[config.mk]
export PLATFORM = sky130hd
export DESIGN_NAME = program_loader_flat
export DESIGN_NICKNAME = d
export VERILOG_FILES = /design/src/rtl/loader_pkg.sv /design/src/rtl/program_loader_if.sv /design/src/rtl/loader_hdr_decode.sv /design/src/rtl/program_loader.sv /design/src/flat_wrapper.sv
export SDC_FILE = /design/constraint.sdc
export NUM_CORES = 1
export LEC_CHECK = 0
export BUFFER_PORTS_ARGS = -buffer_cell sky130_fd_sc_hd__buf_4
export CAP_MARGIN = 10
export CORE_UTILIZATION = 35
export CTS_BUF_LIST = sky130_fd_sc_hd__clkbuf_8
export DETAILED_ROUTE_END_ITERATION = 6
export HOLD_SLACK_MARGIN = 0.1
export PLACE_DENSITY = 0.51
export SLEW_MARGIN = 0
export SYNTH_ARGS = -nofsm -noshare
export SYNTH_HDL_FRONTEND = slang
export SYNTH_SLANG_ARGS = --single-unit
[constraint.sdc]
create_clock -name clk_i -period 4.2 [get_ports clk_i]
set_input_delay 0.21 -clock clk_i [delete_from_list [all_inputs] [get_ports clk_i]]
set_output_delay 0.21 -clock clk_i [all_outputs]
set_load 0.02 [all_outputs]
[src/rtl/loader_pkg.sv]
// Shared definitions for the program loader: header target codes, header
// field positions, loader states and header record type.
package loader_pkg;

    // Header target field encodings
    typedef enum logic [1:0] {
        TGT_IMEM = 2'b00,
        TGT_DMEM = 2'b01,
        TGT_REG  = 2'b10,
        TGT_GO   = 2'b11
    } tgt_e;

    // Loader sequencing states
    typedef enum logic [1:0] {
        HDR  = 2'b00,
        DATA = 2'b01,
        RUN  = 2'b10
    } state_e;

    // Header word field positions
    localparam int HDR_TGT_MSB  = 31;
    localparam int HDR_TGT_LSB  = 30;
    localparam int HDR_BASE_MSB = 23;
    localparam int HDR_BASE_LSB = 16;
    localparam int HDR_CNT_MSB  = 8;
    localparam int HDR_CNT_LSB  = 0;

    localparam int BASE_W = HDR_BASE_MSB - HDR_BASE_LSB + 1;
    localparam int CNT_W  = HDR_CNT_MSB - HDR_CNT_LSB + 1;

    // Decoded header fields
    typedef struct packed {
        tgt_e              tgt;
        logic [BASE_W-1:0] base;
        logic [CNT_W-1:0]  count;
    } hdr_t;

    // True when a body of cnt words starting at base runs past the end of an
    // array of the given depth (the addresses will wrap).
    function automatic logic range_exceeds(input logic [BASE_W-1:0] base,
                                           input logic [CNT_W-1:0]  cnt,
                                           input int                depth);
        logic [31:0] last_excl;
        last_excl = 32'(base) + 32'(cnt);
        return last_excl > 32'(depth);
    endfunction

endpackage

[src/rtl/program_loader_if.sv]
// Stream input plus the three storage write ports and CPU control/status of
// the program loader. The loader uses the slave view; the stream source and
// the storage/CPU side use the master view.
interface program_loader_if #(
    parameter int IMEM_DEPTH = 256,
    parameter int DMEM_DEPTH = 32,
    parameter int DATA_W     = 32
);
    localparam int IAW = $clog2(IMEM_DEPTH);
    localparam int DAW = $clog2(DMEM_DEPTH);

    // Word stream
    logic              in_valid_i;
    logic [DATA_W-1:0] in_data_i;
    logic              in_ready_o;

    // Storage write ports (shared write data)
    logic              imem_we_o;
    logic [IAW-1:0]    imem_addr_o;
    logic              dmem_we_o;
    logic [DAW-1:0]    dmem_addr_o;
    logic              reg_we_o;
    logic [4:0]        reg_addr_o;
    logic [DATA_W-1:0] wdata_o;

    // CPU control and status
    logic              cpu_rst_o;
    logic              busy_o;
    logic              err_o;

    modport slave (
        input  in_valid_i, in_data_i,
        output in_ready_o,
        output imem_we_o, imem_addr_o, dmem_we_o, dmem_addr_o,
        output reg_we_o, reg_addr_o, wdata_o,
        output cpu_rst_o, busy_o, err_o
    );

    modport master (
        output in_valid_i, in_data_i,
        input  in_ready_o,
        input  imem_we_o, imem_addr_o, dmem_we_o, dmem_addr_o,
        input  reg_we_o, reg_addr_o, wdata_o,
        input  cpu_rst_o, busy_o, err_o
    );

endinterface

[src/rtl/loader_hdr_decode.sv]
// Combinational header decoder: splits a header word into target, base and
// count and flags bodies that would run past the end of their target array.
module loader_hdr_decode
    import loader_pkg::*;
#(
    parameter int IMEM_DEPTH = 256,
    parameter int DMEM_DEPTH = 32,
    parameter int REG_COUNT  = 32
) (
    input  logic [31:0] word_i,
    output hdr_t        hdr_o,
    output logic        ovf_o
);

    // Bits outside the three fields carry no meaning in a header
    logic unused_hdr_bits;
    assign unused_hdr_bits = ^{word_i[29:24], word_i[15:9]};

    // Field extraction and per-target overflow check
    always_comb begin
        hdr_o.tgt   = tgt_e'(word_i[HDR_TGT_MSB:HDR_TGT_LSB]);
        hdr_o.base  = word_i[HDR_BASE_MSB:HDR_BASE_LSB];
        hdr_o.count = word_i[HDR_CNT_MSB:HDR_CNT_LSB];
        ovf_o       = 1'b0;
        case (hdr_o.tgt)
            TGT_IMEM: ovf_o = range_exceeds(hdr_o.base, hdr_o.count, IMEM_DEPTH);
            TGT_DMEM: ovf_o = range_exceeds(hdr_o.base, hdr_o.count, DMEM_DEPTH);
            TGT_REG:  ovf_o = range_exceeds(hdr_o.base, hdr_o.count, REG_COUNT);
            default:  ovf_o = 1'b0;
        endcase
    end

endmodule

[src/rtl/program_loader.sv]
// Boot-time writer for the CPU's instruction memory, data memory and register
// file. Parses a framed word stream (header + body words), issues one
// registered write per body word, holds the CPU in reset until a GO header.
module program_loader
    import loader_pkg::*;
#(
    parameter int IMEM_DEPTH = 256,
    parameter int DMEM_DEPTH = 32,
    parameter int REG_COUNT  = 32,
    parameter int DATA_W     = 32
) (
    input  logic             clk_i,
    input  logic             rst_n_i,
    program_loader_if.slave  bus
);

    localparam int IAW = $clog2(IMEM_DEPTH);
    localparam int DAW = $clog2(DMEM_DEPTH);
    localparam int RAW = 5;

    // Sequencing state
    state_e            state_q, state_d;
    tgt_e              tgt_q, tgt_d;
    logic [BASE_W-1:0] base_q, base_d;
    logic [CNT_W-1:0]  cnt_q, cnt_d;
    logic [CNT_W-1:0]  idx_q, idx_d;
    logic              err_q, err_d;

    // Registered write port outputs
    logic              imem_we_q, imem_we_d;
    logic              dmem_we_q, dmem_we_d;
    logic              reg_we_q, reg_we_d;
    logic [IAW-1:0]    imem_addr_q, imem_addr_d;
    logic [DAW-1:0]    dmem_addr_q, dmem_addr_d;
    logic [RAW-1:0]    reg_addr_q, reg_addr_d;
    logic [DATA_W-1:0] wdata_q, wdata_d;

    hdr_t              hdr;
    logic              hdr_ovf;
    logic              in_ready;
    logic              accept;
    logic              last_word;
    logic [IAW-1:0]    imem_cur_addr;
    logic [DAW-1:0]    dmem_cur_addr;
    logic [RAW-1:0]    reg_cur_addr;

    loader_hdr_decode #(
        .IMEM_DEPTH (IMEM_DEPTH),
        .DMEM_DEPTH (DMEM_DEPTH),
        .REG_COUNT  (REG_COUNT)
    ) u_hdr_decode (
        .word_i (bus.in_data_i),
        .hdr_o  (hdr),
        .ovf_o  (hdr_ovf)
    );

    // Once the CPU is running the stream is no longer consumed
    assign in_ready  = (state_q != RUN);
    assign accept    = bus.in_valid_i && in_ready;
    assign last_word = (idx_q == cnt_q - CNT_W'(1));

    // Truncating both operands to the array's address width gives the
    // modulo-depth wrap for free (depths are powers of two).
    assign imem_cur_addr = IAW'(base_q) + IAW'(idx_q);
    assign dmem_cur_addr = DAW'(base_q) + DAW'(idx_q);
    assign reg_cur_addr  = RAW'(base_q) + RAW'(idx_q);

    // Next-state, command latching and write generation
    always_comb begin
        state_d     = state_q;
        tgt_d       = tgt_q;
        base_d      = base_q;
        cnt_d       = cnt_q;
        idx_d       = idx_q;
        err_d       = err_q;
        imem_we_d   = 1'b0;
        dmem_we_d   = 1'b0;
        reg_we_d    = 1'b0;
        imem_addr_d = imem_addr_q;
        dmem_addr_d = dmem_addr_q;
        reg_addr_d  = reg_addr_q;
        wdata_d     = wdata_q;

        case (state_q)
            HDR: begin
                if (accept) begin
                    if (hdr.tgt == TGT_GO) begin
                        state_d = RUN;
                    end else if (hdr.count != '0) begin
                        tgt_d   = hdr.tgt;
                        base_d  = hdr.base;
                        cnt_d   = hdr.count;
                        idx_d   = '0;
                        state_d = DATA;
                        if (hdr_ovf) begin
                            err_d = 1'b1;
                        end
                    end
                end
            end

            DATA: begin
                if (accept) begin
                    wdata_d = bus.in_data_i;
                    case (tgt_q)
                        TGT_IMEM: begin
                            imem_we_d   = 1'b1;
                            imem_addr_d = imem_cur_addr;
                        end
                        TGT_DMEM: begin
                            dmem_we_d   = 1'b1;
                            dmem_addr_d = dmem_cur_addr;
                        end
                        TGT_REG: begin
                            // x0 is hardwired; the word is consumed but not written
                            reg_addr_d = reg_cur_addr;
                            reg_we_d   = (reg_cur_addr != '0);
                        end
                        default: begin
                        end
                    endcase
                    idx_d = idx_q + CNT_W'(1);
                    if (last_word) begin
                        state_d = HDR;
                    end
                end
            end

            RUN: begin
            end

            default: begin
                state_d = HDR;
            end
        endcase
    end

    // State and output registers; reset discards any partial command
    always_ff @(posedge clk_i or negedge rst_n_i) begin
        if (!rst_n_i) begin
            state_q     <= HDR;
            tgt_q       <= TGT_IMEM;
            base_q      <= '0;
            cnt_q       <= '0;
            idx_q       <= '0;
            err_q       <= 1'b0;
            imem_we_q   <= 1'b0;
            dmem_we_q   <= 1'b0;
            reg_we_q    <= 1'b0;
            imem_addr_q <= '0;
            dmem_addr_q <= '0;
            reg_addr_q  <= '0;
            wdata_q     <= '0;
        end else begin
            state_q     <= state_d;
            tgt_q       <= tgt_d;
            base_q      <= base_d;
            cnt_q       <= cnt_d;
            idx_q       <= idx_d;
            err_q       <= err_d;
            imem_we_q   <= imem_we_d;
            dmem_we_q   <= dmem_we_d;
            reg_we_q    <= reg_we_d;
            imem_addr_q <= imem_addr_d;
            dmem_addr_q <= dmem_addr_d;
            reg_addr_q  <= reg_addr_d;
            wdata_q     <= wdata_d;
        end
    end

    assign bus.in_ready_o  = in_ready;
    assign bus.imem_we_o   = imem_we_q;
    assign bus.imem_addr_o = imem_addr_q;
    assign bus.dmem_we_o   = dmem_we_q;
    assign bus.dmem_addr_o = dmem_addr_q;
    assign bus.reg_we_o    = reg_we_q;
    assign bus.reg_addr_o  = reg_addr_q;
    assign bus.wdata_o     = wdata_q;
    // CPU reset follows the state register, so it drops on the GO edge and
    // reasserts immediately with the asynchronous loader reset.
    assign bus.cpu_rst_o   = (state_q != RUN);
    assign bus.busy_o      = (state_q == DATA);
    assign bus.err_o       = err_q;

endmodule

[src/flat_wrapper.sv]
// flat-port wrapper written by rule: the top's interface ports become plain ports
module program_loader_flat import loader_pkg::*;
#(
    parameter int IMEM_DEPTH = 256,
    parameter int DMEM_DEPTH = 32,
    parameter int REG_COUNT  = 32,
    parameter int DATA_W     = 32
)
  (clk_i, rst_n_i, bus_in_valid_i, bus_in_data_i, bus_in_ready_o, bus_imem_we_o, bus_imem_addr_o, bus_dmem_we_o, bus_dmem_addr_o, bus_reg_we_o, bus_reg_addr_o, bus_wdata_o, bus_cpu_rst_o, bus_busy_o, bus_err_o);
  program_loader_if #(.IMEM_DEPTH(IMEM_DEPTH), .DMEM_DEPTH(DMEM_DEPTH), .DATA_W(DATA_W)) bus_i ();
  input  logic clk_i;
  input  logic rst_n_i;
  input wire logic [$bits(bus_i.in_valid_i)-1:0] bus_in_valid_i;
  input wire logic [$bits(bus_i.in_data_i)-1:0] bus_in_data_i;
  output wire logic [$bits(bus_i.in_ready_o)-1:0] bus_in_ready_o;
  output wire logic [$bits(bus_i.imem_we_o)-1:0] bus_imem_we_o;
  output wire logic [$bits(bus_i.imem_addr_o)-1:0] bus_imem_addr_o;
  output wire logic [$bits(bus_i.dmem_we_o)-1:0] bus_dmem_we_o;
  output wire logic [$bits(bus_i.dmem_addr_o)-1:0] bus_dmem_addr_o;
  output wire logic [$bits(bus_i.reg_we_o)-1:0] bus_reg_we_o;
  output wire logic [$bits(bus_i.reg_addr_o)-1:0] bus_reg_addr_o;
  output wire logic [$bits(bus_i.wdata_o)-1:0] bus_wdata_o;
  output wire logic [$bits(bus_i.cpu_rst_o)-1:0] bus_cpu_rst_o;
  output wire logic [$bits(bus_i.busy_o)-1:0] bus_busy_o;
  output wire logic [$bits(bus_i.err_o)-1:0] bus_err_o;
  assign bus_i.in_valid_i = bus_in_valid_i;
  assign bus_i.in_data_i = bus_in_data_i;
  assign bus_in_ready_o = bus_i.in_ready_o;
  assign bus_imem_we_o = bus_i.imem_we_o;
  assign bus_imem_addr_o = bus_i.imem_addr_o;
  assign bus_dmem_we_o = bus_i.dmem_we_o;
  assign bus_dmem_addr_o = bus_i.dmem_addr_o;
  assign bus_reg_we_o = bus_i.reg_we_o;
  assign bus_reg_addr_o = bus_i.reg_addr_o;
  assign bus_wdata_o = bus_i.wdata_o;
  assign bus_cpu_rst_o = bus_i.cpu_rst_o;
  assign bus_busy_o = bus_i.busy_o;
  assign bus_err_o = bus_i.err_o;
  program_loader #(.IMEM_DEPTH(IMEM_DEPTH), .DMEM_DEPTH(DMEM_DEPTH), .REG_COUNT(REG_COUNT), .DATA_W(DATA_W)) u_core (.clk_i(clk_i), .rst_n_i(rst_n_i), .bus(bus_i));
endmodule
---- Yosys cells after proc, flatten, opt, wreduce, memory -nomap -nowiden ----
Index checks and enable logic that the tools add are counted.
storage, ports and cells
  bits in latches ......................... 0
  memories kept ........................... 0
  logic and storage cells ................. 74
  bits in read-only memories .............. 0
  output and inout bits ................... 57
  bits in registers ....................... 84
  bits in writable memories ............... 0
  bits of input ports ..................... 35
cells by class
  reduce and logical (&&, ||, !) cells .... 16
  divide/modulo/power cells ............... 0
  shifts and indexed selects .............. 0
  order comparisons ....................... 2
  eq/ne operators ......................... 15
  muxes and demuxes ....................... 21
  add/sub/neg operators ................... 5
  multipliers ............................. 0
  bitwise logic cells ..................... 2
operators with widths
  operator               number
  $mux W9                4
  $gt A32 B9 Y1 const B  1
  $pmux W9 S2            1
  $reduce_and A5 Y1      3
  $add A8 B9 Y10         1
  $gt A10 B6 Y1 const B  1
  $mux W2                5
  $add A9 B1 Y9 const B  1
  $eq A9 B9 Y1           1
  $mux W1                9
  $reduce_and A3 Y1      3
  $reduce_bool A9 Y1     1
  $sub A9 B1 Y9 const B  1
  $add A8 B8 Y8          1
  $eq A2 B2 Y1 const B   4
  $ne A2 B1 Y1 const B   4
  $eq A2 B1 Y1 const B   3
  $logic_not A2 Y1       3
  $pmux W2 S3            1
  $add A5 B5 Y5          1
  $reduce_bool A5 Y1     1
  $ne A2 B2 Y1 const B   2
  $reduce_and A4 Y1      1
  $ne A3 B1 Y1 const B   1
  6 further kinds        7

---- Longest topological paths before layout ----
Gate-level depths: netlist of run 1.
  depth after elaboration ................. 5
  depth in mapped cells ................... 10
  gate-level depth less buffers ........... 10

---- By module ----
From an unflattened synthesis of run 1, not the netlist that was laid out.
second synthesis, totals
  cells, all modules ...................... 402
  area, all modules ....................... 4,404.2 um^2
by module, submodules not included
  module             instances  area an instance (um^2)  seq. area each (um^2)  cells an instance
  program_loader     1          3,776.1                  2,102.0                317
  loader_hdr_decode  1          628.1                    0.0                    85

---- Worst setup path after synthesis of run 1 ----
No wires, ideal clock.
  path kind ............................... register to register
  start ................................... reg u_core.idx_q[1]
  end ..................................... reg u_core.imem_addr_q[7] (netlist: u_core.bus.imem_addr_o[7])
  buffers on the path ..................... 0
  required time ........................... 4.075 ns
  arrival time ............................ 1.944 ns
  slack ................................... 2.131 ns
  library setup time ...................... 0.125 ns
  cell stages (with the launch flop) ...... 9
  period minus slack after synthesis ...... 2.069 ns
  path through ............................ dfrtp_1 > ha_1 > a21o_1 > a21oi_2 > o21bai_1 > a2111oi_2 > nor3_1 > xnor2_1 > mux2_2
between the ends
  word-level cells in the longest chain between the ends .. 1
ends and longest elaborated chain
  element                 RTL line               RTL
  from (decl)             program_loader.sv:26   logic [CNT_W-1:0] idx_q, idx_d;
  from (signal assigned)  program_loader.sv:159  idx_q <= idx_d;
  $add A8 B8 Y8           program_loader.sv:64   assign imem_cur_addr = IAW'(base_q) + IAW'(idx_q);
  to (signal assigned)    program_loader.sv:164  imem_addr_q <= imem_addr_d;
  to (decl)               program_loader.sv:33   logic [IAW-1:0] imem_addr_q, imem_addr_d;
No other way between the ends.
A chain may end at the register's enable or synchronous reset.

---- Final worst setup path of run 1 ----
  start ................................... in bus_in_data_i[0]
  end ..................................... reg u_core.err_q (netlist: u_core.bus.err_o)
between the ends
  word-level cells in the longest chain between the ends .. 4
  elaborated cells between the ends (all ways) .. 6
  those cells by class .................... add/sub: 1; order compare: 2; mux: 1; reduce/logical: 2
ends and longest elaborated chain
  element                                                RTL line                 RTL
  from (decl)                                            flat_wrapper.sv:14       input wire logic [$bits(bus_i.in_data_i)-1:0] bus_in_data_i;
  $add A8 B9 Y10                                         loader_pkg.sv:44         last_excl = 32'(base) + 32'(cnt);
  $gt A32 B9 Y1 / $gt A10 B6 Y1 (equally long branches)  loader_pkg.sv:45         return last_excl > 32'(depth);
  $pmux W1 S2                                            loader_hdr_decode.sv:25  case (hdr_o.tgt)
  $reduce_and A5 Y1 (no line) (*)                        -
  to (signal assigned)                                   program_loader.sv:160    err_q <= err_d;
  to (decl)                                              program_loader.sv:27     logic err_q, err_d;
Every way passes the cells marked *; elsewhere a longest branch is shown, timed or not.

==> metrics.md, run 1 <==
| Metric | Value |
|---|---|
| CP peak stage delay | `520 ps` |
| Number of global-route vias before repair | `3288` |
| CP cell instances | `dlygate4sd3_1 -> buf_4 -> ha_1 -> inv_1 -> fa_1 -> nor2b_1 -> nand4_1 -> a21boi_0 -> nor3_1 -> a211oi_1 -> o22ai_1 -> a31o_1` |
| Die area | `0.0125 sq mm` |
| Status | `complete, but fails checks` |
| Failing checks | `design-rule violations` |
| Max Slew Vio Count | `0` |
| Fin crit period | `2510 ps` |
| Root buf cell | `clkbuf_8` |
| Post-synthesis instance total | `approximately 380` |
| Post-synthesis xor/xnor area fraction | `between 5 and 6%` |
| 1st-iter DRT viols | `between 100 and 150` |
| Startpoint Class | `primary input` |
| Yosys reg bits | `84` |
| Hold endpoint | `u_core.bus.wdata_o[8]$_DFFE_PN0P_` |
| Per-cell routed wire length | `14.8 um` |
| Global routing met1 resource utilization | `between 20% and 30%` |
| Power per cell area | `695 mW/mm^2` |
| Synth Area in Compound Gates | `10.9%` |
| CP max stage cell | `dlygate4sd3_1` |
| Worst hold-check path type | `in2reg` |
| Row count | `39` |
| Most frequent cells in the layout | `buf_4, dfrtp_1, mux2_2` |
| Max FO, Critical Path | `5` |
| Required @ worst endpoint | `4460 ps` |
| Worst Hold Depth | `2` |
| Vias/cell | `4.96` |
| Reg-to-Reg Start | `u_core.idx_q[1]$_DFFE_PN0P_` |
| H-tree levels | `3` |
| Yosys warns | `0` |
| Die Ht | `112 um` |
| Hold Crit Start | `bus_in_data_i[8]` |
| Area leader, netlist | `dfrtp_1` |
| Register-to-Register Path Depth | `8` |
| Number of synthesized flops with an enable pin | `0` |
| Worst Slack Setup Final | `about 1700 ps` |
| Worst setup path class | `in2reg` |
| Max Clk Rate | `398 MHz` |
| RePlAce Congestion | `0.768` |
| Total iterations of the first detailed-routing run | `6` |
| DP HPWL | `7050 um` |
| Met2 Usage GRT | `27.3%` |
| Antenna violations before repair | `0` |
| Asr flop ratio synth | `between 90% and 100%` |
| Ant. Diodes | `0` |
| # IOs | `92` |
| Reg2Reg Setup Slack | `2000 ps` |
| Worst skew pair latency | `370 ps` |
| RR Endpoint | `u_core.bus.imem_addr_o[7]$_DFFE_PN0P_` |
| CTS buffer count | `9` |
| Simple-gate share of the synthesized area | `12.0%` |
| Syn avg cell area | `11.2 sq um` |
| Slew margin rel. | `47.8%` |
| Register area share after synthesis | `49.7%` |
| Max Cap Viol | `0` |
| Clock skew | `10.1 ps` |
| Worst slew pin tran | `782 ps` |
| Critical Path End Type | `flip-flop` |
| Syn Nets | `roughly 440` |
| First-pass GRT wire length | `16400 um` |
| Worst-path clk slew | `80 ps` |
| Congestion Overflow GR | `0` |
| DR DRC count | `5` |
| Post-Place Setup Slack | `1870 ps` |
| Multi-input gate area | `around 0.0020 sq mm` |
| Final setup fails | `0` |
| Core area | `0.0116 sq mm` |
| WL final | `9640 um` |
| Initial Util | `36.4%` |
| Final hold violation count | `0` |
| Data arrival time of the critical path | `2770 ps` |
| Register Area | `between 0.002 and 0.0025 sq mm` |
| TritonCTS clock tree | `yes` |
| Routed vias | `between 3000 and 4000` |
| CTS Sinks | `84` |
| Syn Std Cell Area | `0.00423 sq mm` |
| Top cells by area, synth | `dfrtp_1, mux2_2, ha_1` |
| Met3 GRT Util | `under 10%` |
| Fin nets | `approximately 560` |
| Most used DFF post-synth | `dfrtp_1` |
| Share of the synthesized area in the top cell type | `49.7%` |
| Mux contribution to synthesized area | `12.8%` |
| Die Wd | `112 um` |
| Layout area overhead | `32.1%` |
| IO buf count | `91` |
| Largest family of logic cells by synthesized area | `multiplexers` |
| Post-route ant nets | `0` |
| # fillers | `1122` |
| Share of post-route cells with drive strength above 1 | `32.6%` |
| Post-synthesis cell type count | `55` |
| Max Root-Sink Buffers | `2` |
| Pleak | `0.00258 uW` |
| Largest net degree at the start of global routing | `56` |
| RSZ-0062 raised after global routing | `false` |
| Adder-cell share of the synthesized area | `6.56%` |
| Commonest non-fill, non-tap cell in the layout | `buf_4` |
| Setup TNS | `0 ps` |
| Tcrit/Tclk final | `about three fifths` |
| Peak supply drop | `320 uV` |
| Grt peak-use layer | `met2` |
| GRT Overall Usage | `16.9%` |
per-layer routing:
metal | vias up | share of wire [%]
li1 | 1584 | -
met1 | 1561 | 47
met2 | 77 | 47
met3 | 13 | 3.9
met4 | 0 | 2.0
met5 | - | 0
flip-flops by register name (all words and copies together), names as in the netlist:
signal and count:
u_core.bus.imem_we_o 1, u_core.bus.dmem_we_o 1, u_core.tgt_q 2, u_core.bus.err_o 1
u_core.base_q 8, u_core.bus.wdata_o 32, u_core.state_q 2, u_core.cnt_q 9
u_core.idx_q 9, u_core.bus.dmem_addr_o 5, u_core.bus.reg_addr_o 5, u_core.bus.imem_addr_o 8
u_core.bus.reg_we_o 1
per-stage QoR:
step | total power [uW] | std cells | utilization, % | hold slack, ps | cell area (sq um)
5_1_grt | 4180 | 652 | 48.1 | 116 | 5590
3_3_place_gp | 3250 | 605 | 43.6 | 167 | 5060
3_5_place_dp | 3280 | 605 | 43.6 | 170 | 5060
6_report | 3880 | 652 | 48.1 | 131 | 5590
2_1_floorplan | 2600 | 379 | - | -85.6 | 4230
4_1_cts | 3950 | 652 | 48.1 | 103 | 5590
cells in the mapped netlist, drive strengths merged, types with 3 or more instances:
master  count
dfrtp      84
mux2       48
nand2      36
o21ai      27
nor2       23
ha         19
a21oi      18
inv        16
xor2       16
xnor2       9
buf         7
nand3       6
nand4       6
nor3        6
a211oi      5
a21o        5
clkbuf      4
or3         4
nand4b      3
nor3b       3
power by group:
| part | internal (uW) | switching (uW) | leakage [uW] |
|---|---|---|---|
| Sequential | 1170 | 270 | 0.00103 |
| Combinational | 872 | 955 | 0.00145 |
| Clock | 327 | 291 | 0.000106 |
| Total | 2370 | 1520 | 0.00258 |
cells by family (layout without fill, tap and decap cells):
logic type | Yosys count | count (layout)
and+or+nand+nor | 101 | 101
DFF | 84 | 84
AOI/OAI and AO/OA | 73 | 73
muxes | 48 | 48
buffers and inverters | 27 | 157
xor gates and xnor gates | 25 | 25
adders and majority gates | 21 | 21
worst max path at each step:
stage / slack, ps / depth (start not counted) / endpoint / startpoint
after detailed placement: 1870 / 11 / u_core.bus.err_o$_DFFE_PN0P_ / bus_in_data_i[0]
after floorplan: 2130 / 8 / u_core.bus.imem_addr_o[7]$_DFFE_PN0P_ / u_core.idx_q[1]$_DFFE_PN0P_
final: 1690 / 12 / u_core.bus.err_o$_DFFE_PN0P_ / bus_in_data_i[0]
after global routing: 1510 / 12 / u_core.bus.err_o$_DFFE_PN0P_ / bus_in_data_i[0]
after CTS: 1710 / 7 / u_core.base_q[7]$_DFFE_PN0P_ / bus_in_data_i[5]
after global placement: 1900 / 11 / u_core.bus.err_o$_DFFE_PN0P_ / bus_in_data_i[0]
area by class of cell:
class | instances | area share (%)
Clock inverter | 6 | 1.46
Sequential cell | 84 | 37.6
Timing Repair Buffer | 126 | 18.4
Multi-Input combinational cell | 268 | 36.1
Clock buffer | 9 | 2.22
Tap cell | 143 | 3.20
Inverter | 16 | 1.07
repair_timing:
action | CTS | global route
hold buffers | 32 | 0
resized for setup | 0 | 0
buffers inserted | 0 | 0
hold endpoints to repair | 73 | 0
critical path, delay by kind of cell:
family,cells,cell delay (ps)
buffers and inverters,3,700
AOI/OAI and AO/OA,4,670
adders and majority gates,2,650
and+or+nand+nor,3,520
No activity file was read; power rests on OpenSTA's default activity.
==> inputs of run 2 (changes only) <==
- PLACE_DENSITY: 0.51 -> 0.54
- clock period: 4.2 -> 2.3 ns (I/O delays scaled with it)
==> metrics.md, run 2 (same netlist as run 1, synthesis figures left out) <==
| Metric | Value |
|---|---|
| Status | `complete, but fails checks` |
| Failing checks | `design-rule violations` |
| Clock power frac | `14.5%` |
| WL final | `approximately 10000 um` |
| Max Clk Rate | `442 MHz` |
| RePlAce Congestion | `0.775` |
| Worst hold-check path type | `in2async` |
| Reg2Reg Setup Slack | `between 150 and 200 ps` |
| GRT Overall Usage | `approximately 17%` |
| IO buf count | `91` |
| Max layer used | `met4` |
| Row count | `39` |
| Worst setup path class | `in2reg` |
| Required @ worst endpoint | `2550 ps` |
| DP HPWL | `7090 um` |
| Number of global-route vias before repair | `3330` |
| Clock skew | `16.8 ps` |
| Critical Path End Type | `flip-flop` |
| Combinational share of power | `48.8%` |
| Max Root-Sink Buffers | `2` |
| Peak supply drop | `between 700 and 800 uV` |
| Ant. Diodes | `0` |
| Per-cell routed wire length | `~15 um` |
| Worst-path clk slew | `roughly 80 ps` |
| Register-to-Register Path Depth | `8` |
| Met2 WL | `4750 um` |
| # IOs | `92` |
| Sw Ratio | `39.6%` |
| Startpoint Class | `primary input` |
| Data arrival time of the critical path | `2520 ps` |
| Net Sw Power | `approximately 2800 uW` |
| Vias/cell | `about 5` |
| Metal3 WL | `409 um` |
| H-tree levels | `3` |
| First-pass GRT wire length | `16400 um` |
| Power per cell area | `1250 mW/mm^2` |
| Met1 wire length | `4510 um` |
| TritonCTS clock tree | `yes` |
| Share of post-route cells with drive strength above 1 | `34.2%` |
| Die Ht | `112 um` |
| Cell internal pwr | `between 4000 and 5000 uW` |
| Max FO, Critical Path | `5` |
| Worst skew pair latency | `370 ps` |
| Routed vias | `3294` |
| Max Cap Viol | `0` |
| Commonest non-fill, non-tap cell in the layout | `buf_4` |
| Pleak | `0.00261 uW` |
| Congestion Overflow GR | `0` |
| Worst slew pin tran | `761 ps` |
| Slew margin rel. | `49.3%` |
| Reg-to-Reg Start | `u_core.idx_q[1]$_DFFE_PN0P_` |
| Most frequent cells in the layout | `buf_4, dfrtp_1, mux2_2` |
| Die area | `between 0.01 and 0.015 sq mm` |
| Total iterations of the first detailed-routing run | `7` |
| Fin nets | `approximately 570` |
| 1st-iter DRT viols | `129` |
| Tcrit/Tclk final | `98.4%` |
| DR DRC count | `7` |
| Setup TNS | `0 ps` |
| RR Endpoint | `u_core.bus.imem_addr_o[7]$_DFFE_PN0P_` |
| RSZ-0062 raised after global routing | `false` |
| Post-route ant nets | `0` |
| CTS buffer count | `9` |
| Layout area overhead | `33.5%` |
| Core area | `approximately 0.012 sq mm` |
| Finished Core Util | `48.7%` |
| Sequential cell fraction of total power | `36.7%` |
| Root buf cell | `clkbuf_8` |
| Antenna violations before repair | `0` |
| Final setup fails | `0` |
| Initial Util | `36.4%` |
| Die Wd | `112 um` |
| Max reg flops | `32` |
| Max Slew Vio Count | `0` |
| Fin crit period | `2260 ps` |
| Largest net degree at the start of global routing | `61` |
| CTS Sinks | `84` |
| Final hold violation count | `0` |
==> run 2: metal layers <==
layer,GRT usage [%],vias up
li1,-,1602
met1,21.2,1601
met5,0,-
met2,27.7,82
met4,5.33,0
met3,4.25,9
==> run 2: repair_timing <==
action,4_1_cts,5_1_grt
buffers inserted,0,0
endpoints found under the hold margin,112,0
resized for setup,0,7
hold buffers,34,0
setup endpoints to repair,0,1
==> run 2: how the worst max path moves through the flow <==
stage                                 from                                    end  depth (start not counted)
2_1_floorplan  u_core.idx_q[1]$_DFFE_PN0P_  u_core.bus.imem_addr_o[7]$_DFFE_PN0P_                          8
3_5_place_dp              bus_in_data_i[0]           u_core.bus.err_o$_DFFE_PN0P_                         11
6_report                  bus_in_data_i[3]           u_core.bus.err_o$_DFFE_PN0P_                         10
5_1_grt                   bus_in_data_i[1]           u_core.bus.err_o$_DFFE_PN0P_                         10
4_1_cts                   bus_in_data_i[1]           u_core.bus.err_o$_DFFE_PN0P_                         11
3_3_place_gp              bus_in_data_i[0]           u_core.bus.err_o$_DFFE_PN0P_                         11
==> run 2: final cells by class <==
class,count,area (sq um)
fill,1118,5960
sequential,84,2100
multi-input combinational,268,2040
timing repair buffer,133,1080
tap,143,179
clock buffer,9,124
clock inverter,7,60.1
inverter,16,60.1
==> run 2: worst max-delay path, stage by stage <==
cell and delay [ps]:
dlygate4sd3_1 540, buf_4 160, ha_1 340, nor4_1 420, nand3b_1 150, a21boi_0 180
nor3_1 100, a211oi_1 200, o22ai_1 100, a31o_1 220
==> run 2: power groups by stage <==
stage / sequential [uW] / combinational, uW / clock [uW]
global route: 2690 / 3770 / 1120
CTS: 2600 / 3480 / 1070
detailed placement: 2620 / 3420 / 0
floorplan: 3090 / 1650 / 0
global placement: 2590 / 3370 / 0
finish: 2590 / 3440 / 1020
==> run 2: metrics by stage <==
step	total power [uW]	hold WS (ps)	cell area (sq um)	std cells	setup slack, ps
after floorplan	4740	-181	4230	379	231
after global placement	5960	248	5100	610	138
after detailed placement	6040	241	5100	610	26.1
after CTS	7150	394	5620	660	18.7
after global routing	7580	435	5650	660	8.27
final	7040	362	5650	660	37.1
==> inputs of run 3 (changes only) <==
- CELL_PAD_IN_SITES_DETAIL_PLACEMENT: default -> 0
- CELL_PAD_IN_SITES_GLOBAL_PLACEMENT: default -> 1
- PLACE_DENSITY: 0.54 -> 0.66
==> metrics.md, run 3 (same netlist as run 1, synthesis figures left out) <==
| Metric | Value |
|---|---|
| H-tree levels | `3` |
| WL final | `9670 um` |
| Worst setup path class | `in2reg` |
| Congestion Overflow GR | `0` |
| Tcrit/Tclk final | `95.3%` |
| Die Ht | `112 um` |
| Placed cell area | `0.00513 sq mm` |
| DP HPWL | `7210 um` |
| DR DRC count | `6` |
| Layout area overhead | `35.2%` |
| Vias/cell | `approximately 4.9` |
| Required @ worst endpoint | `between 2000 and 3000 ps` |
| Max Clk Rate | `456 MHz` |
| Die area | `0.0125 sq mm` |
| First-pass GRT wire length | `16600 um` |
| 1st-iter DRT viols | `84` |
| Row count | `39` |
| Max FO, Critical Path | `3` |
| Power per cell area | `1260 mW/mm^2` |
| Critical Path End Type | `flip-flop` |
| CTS buffer count | `9` |
| Routed vias | `3281` |
| Worst-path clk slew | `90 ps` |
| CTS Sinks | `84` |
| Max reg flops | `32` |
| Commonest non-fill, non-tap cell in the layout | `buf_4` |
| Minimum hold slack | `196 ps` |
| Clock skew | `about 15 ps` |
| Failing checks | `design-rule violations` |
| Fin crit period | `roughly 2200 ps` |
| Pleak | `0.00264 uW` |
| Post-route ant nets | `0` |
| Status | `complete, but fails checks` |
| RSZ-0062 raised after global routing | `false` |
| Antenna violations before repair | `0` |
| IO buf count | `91` |
| Worst hold-check path type | `in2reg` |
| TritonCTS clock tree | `yes` |
| Root buf cell | `clkbuf_8` |
| Final hold violation count | `0` |
| Peak supply drop | `540 uV` |
| GRT Overall Usage | `17.0%` |
| Per-cell routed wire length | `about 15 um` |
| Largest net degree at the start of global routing | `51` |
| Total iterations of the first detailed-routing run | `7` |
| Worst skew pair latency | `370 ps` |
| Setup TNS | `0 ps` |
| # IOs | `92` |
| Startpoint Class | `primary input` |
| Initial Util | `36.4%` |
| Worst slew pin tran | `626 ps` |
| Slew margin rel. | `between 50% and 60%` |
| Number of global-route vias before repair | `3289` |
| Die Wd | `112 um` |
| Final setup fails | `0` |
| Max Cap Viol | `0` |
| Most frequent cells in the layout | `buf_4, dfrtp_1, mux2_2` |
| Core area | `0.0116 sq mm` |
| RePlAce Congestion | `0.803` |
| Data arrival time of the critical path | `~2500 ps` |
| Ant. Diodes | `0` |
| Max Slew Vio Count | `0` |
| # fillers | `1086` |
| Post-route cell area | `approximately 0.0057 sq mm` |
| Max Root-Sink Buffers | `2` |
| Fin nets | `573` |
| Setup Fix Bufs, Post-CTS | `0` |
| Tot Pwr | `7200 uW` |
| Share of post-route cells with drive strength above 1 | `34.7%` |
## run 3: layout make-up
class | instances | area, sq um | share of cell area, %
clock buffers | 9 | 124 | 2.16
multi-input cells | 268 | 2040 | 35.7
flip-flops and latches | 84 | 2100 | 36.7
clock inverters | 7 | 92.6 | 1.62
repair buffers | 138 | 1120 | 19.6
well taps | 143 | 179 | 3.13
inverters | 16 | 60.1 | 1.05
## run 3: layer usage
| metal | wire length, um | global-route usage, % | part of all wire, % | vias up |
|---|---|---|---|---|
| met5 | 0 | 0 | 0 | - |
| met4 | 84 | 4.27 | 0.87 | 0 |
| met3 | 371 | 5.01 | 3.8 | 5 |
| met2 | 4630 | 28.1 | 48 | 67 |
| met1 | 4590 | 21.9 | 47 | 1584 |
| li1 | - | - | - | 1625 |
## run 3: power by group
part | leakage [uW] | internal [uW] | switching [uW]
clock network | 0.000107 | 607 | 537
registers | 0.00103 | 2130 | 451
logic | 0.00151 | 1660 | 1810
total | 0.00264 | 4400 | 2800
## run 3: through the flow
stage          utilization [%]  setup WS (ps)  instances
3_5_place_dp              44.2           22.8        614
6_report                  49.3            109        665
2_1_floorplan                -            231        379
3_3_place_gp              44.2            125        614
5_1_grt                   49.3           6.31        665
4_1_cts                   49.1           34.2        665
## run 3: final timing paths
| path | to | slack (ps) | cells past startpoint | from |
|---|---|---|---|---|
| setup / recovery | u_core.bus.err_o$_DFFE_PN0P_ | 110 | 11 | bus_in_data_i[17] |
| hold / removal | u_core.state_q[1]$_DFFE_PN0P_ | 200 | 4 | bus_in_data_i[31] |
| setup reg to reg | u_core.bus.imem_addr_o[7]$_DFFE_PN0P_ | 190 | 8 | u_core.idx_q[1]$_DFFE_PN0P_ |
| hold reg to reg | u_core.bus.imem_addr_o[2]$_DFFE_PN0P_ | 480 | 2 | u_core.bus.imem_addr_o[2]$_DFFE_PN0P_ |
| max in group asynchronous | u_core.bus.wdata_o[27]$_DFFE_PN0P_ | 1300 | 3 | rst_n_i |
| min in group asynchronous | u_core.bus.dmem_addr_o[3]$_DFFE_PN0P_ | 300 | 2 | rst_n_i |
## run 3: critical path, stage by stage
cell and delay, ps:
dlygate4sd3_1 530, buf_4 120, inv_1 60, fa_1 470
xor2_2 240, nand4_1 120, a21boi_0 210, nor3_1 100
a211oi_1 180, o22ai_1 100, a31o_1 220
## run 3: repair_timing
item	in CTS	in global routing
hold buffers	35	0
resized for setup	0	6
setup endpoints to repair	0	2
endpoints found under the hold margin	102	0
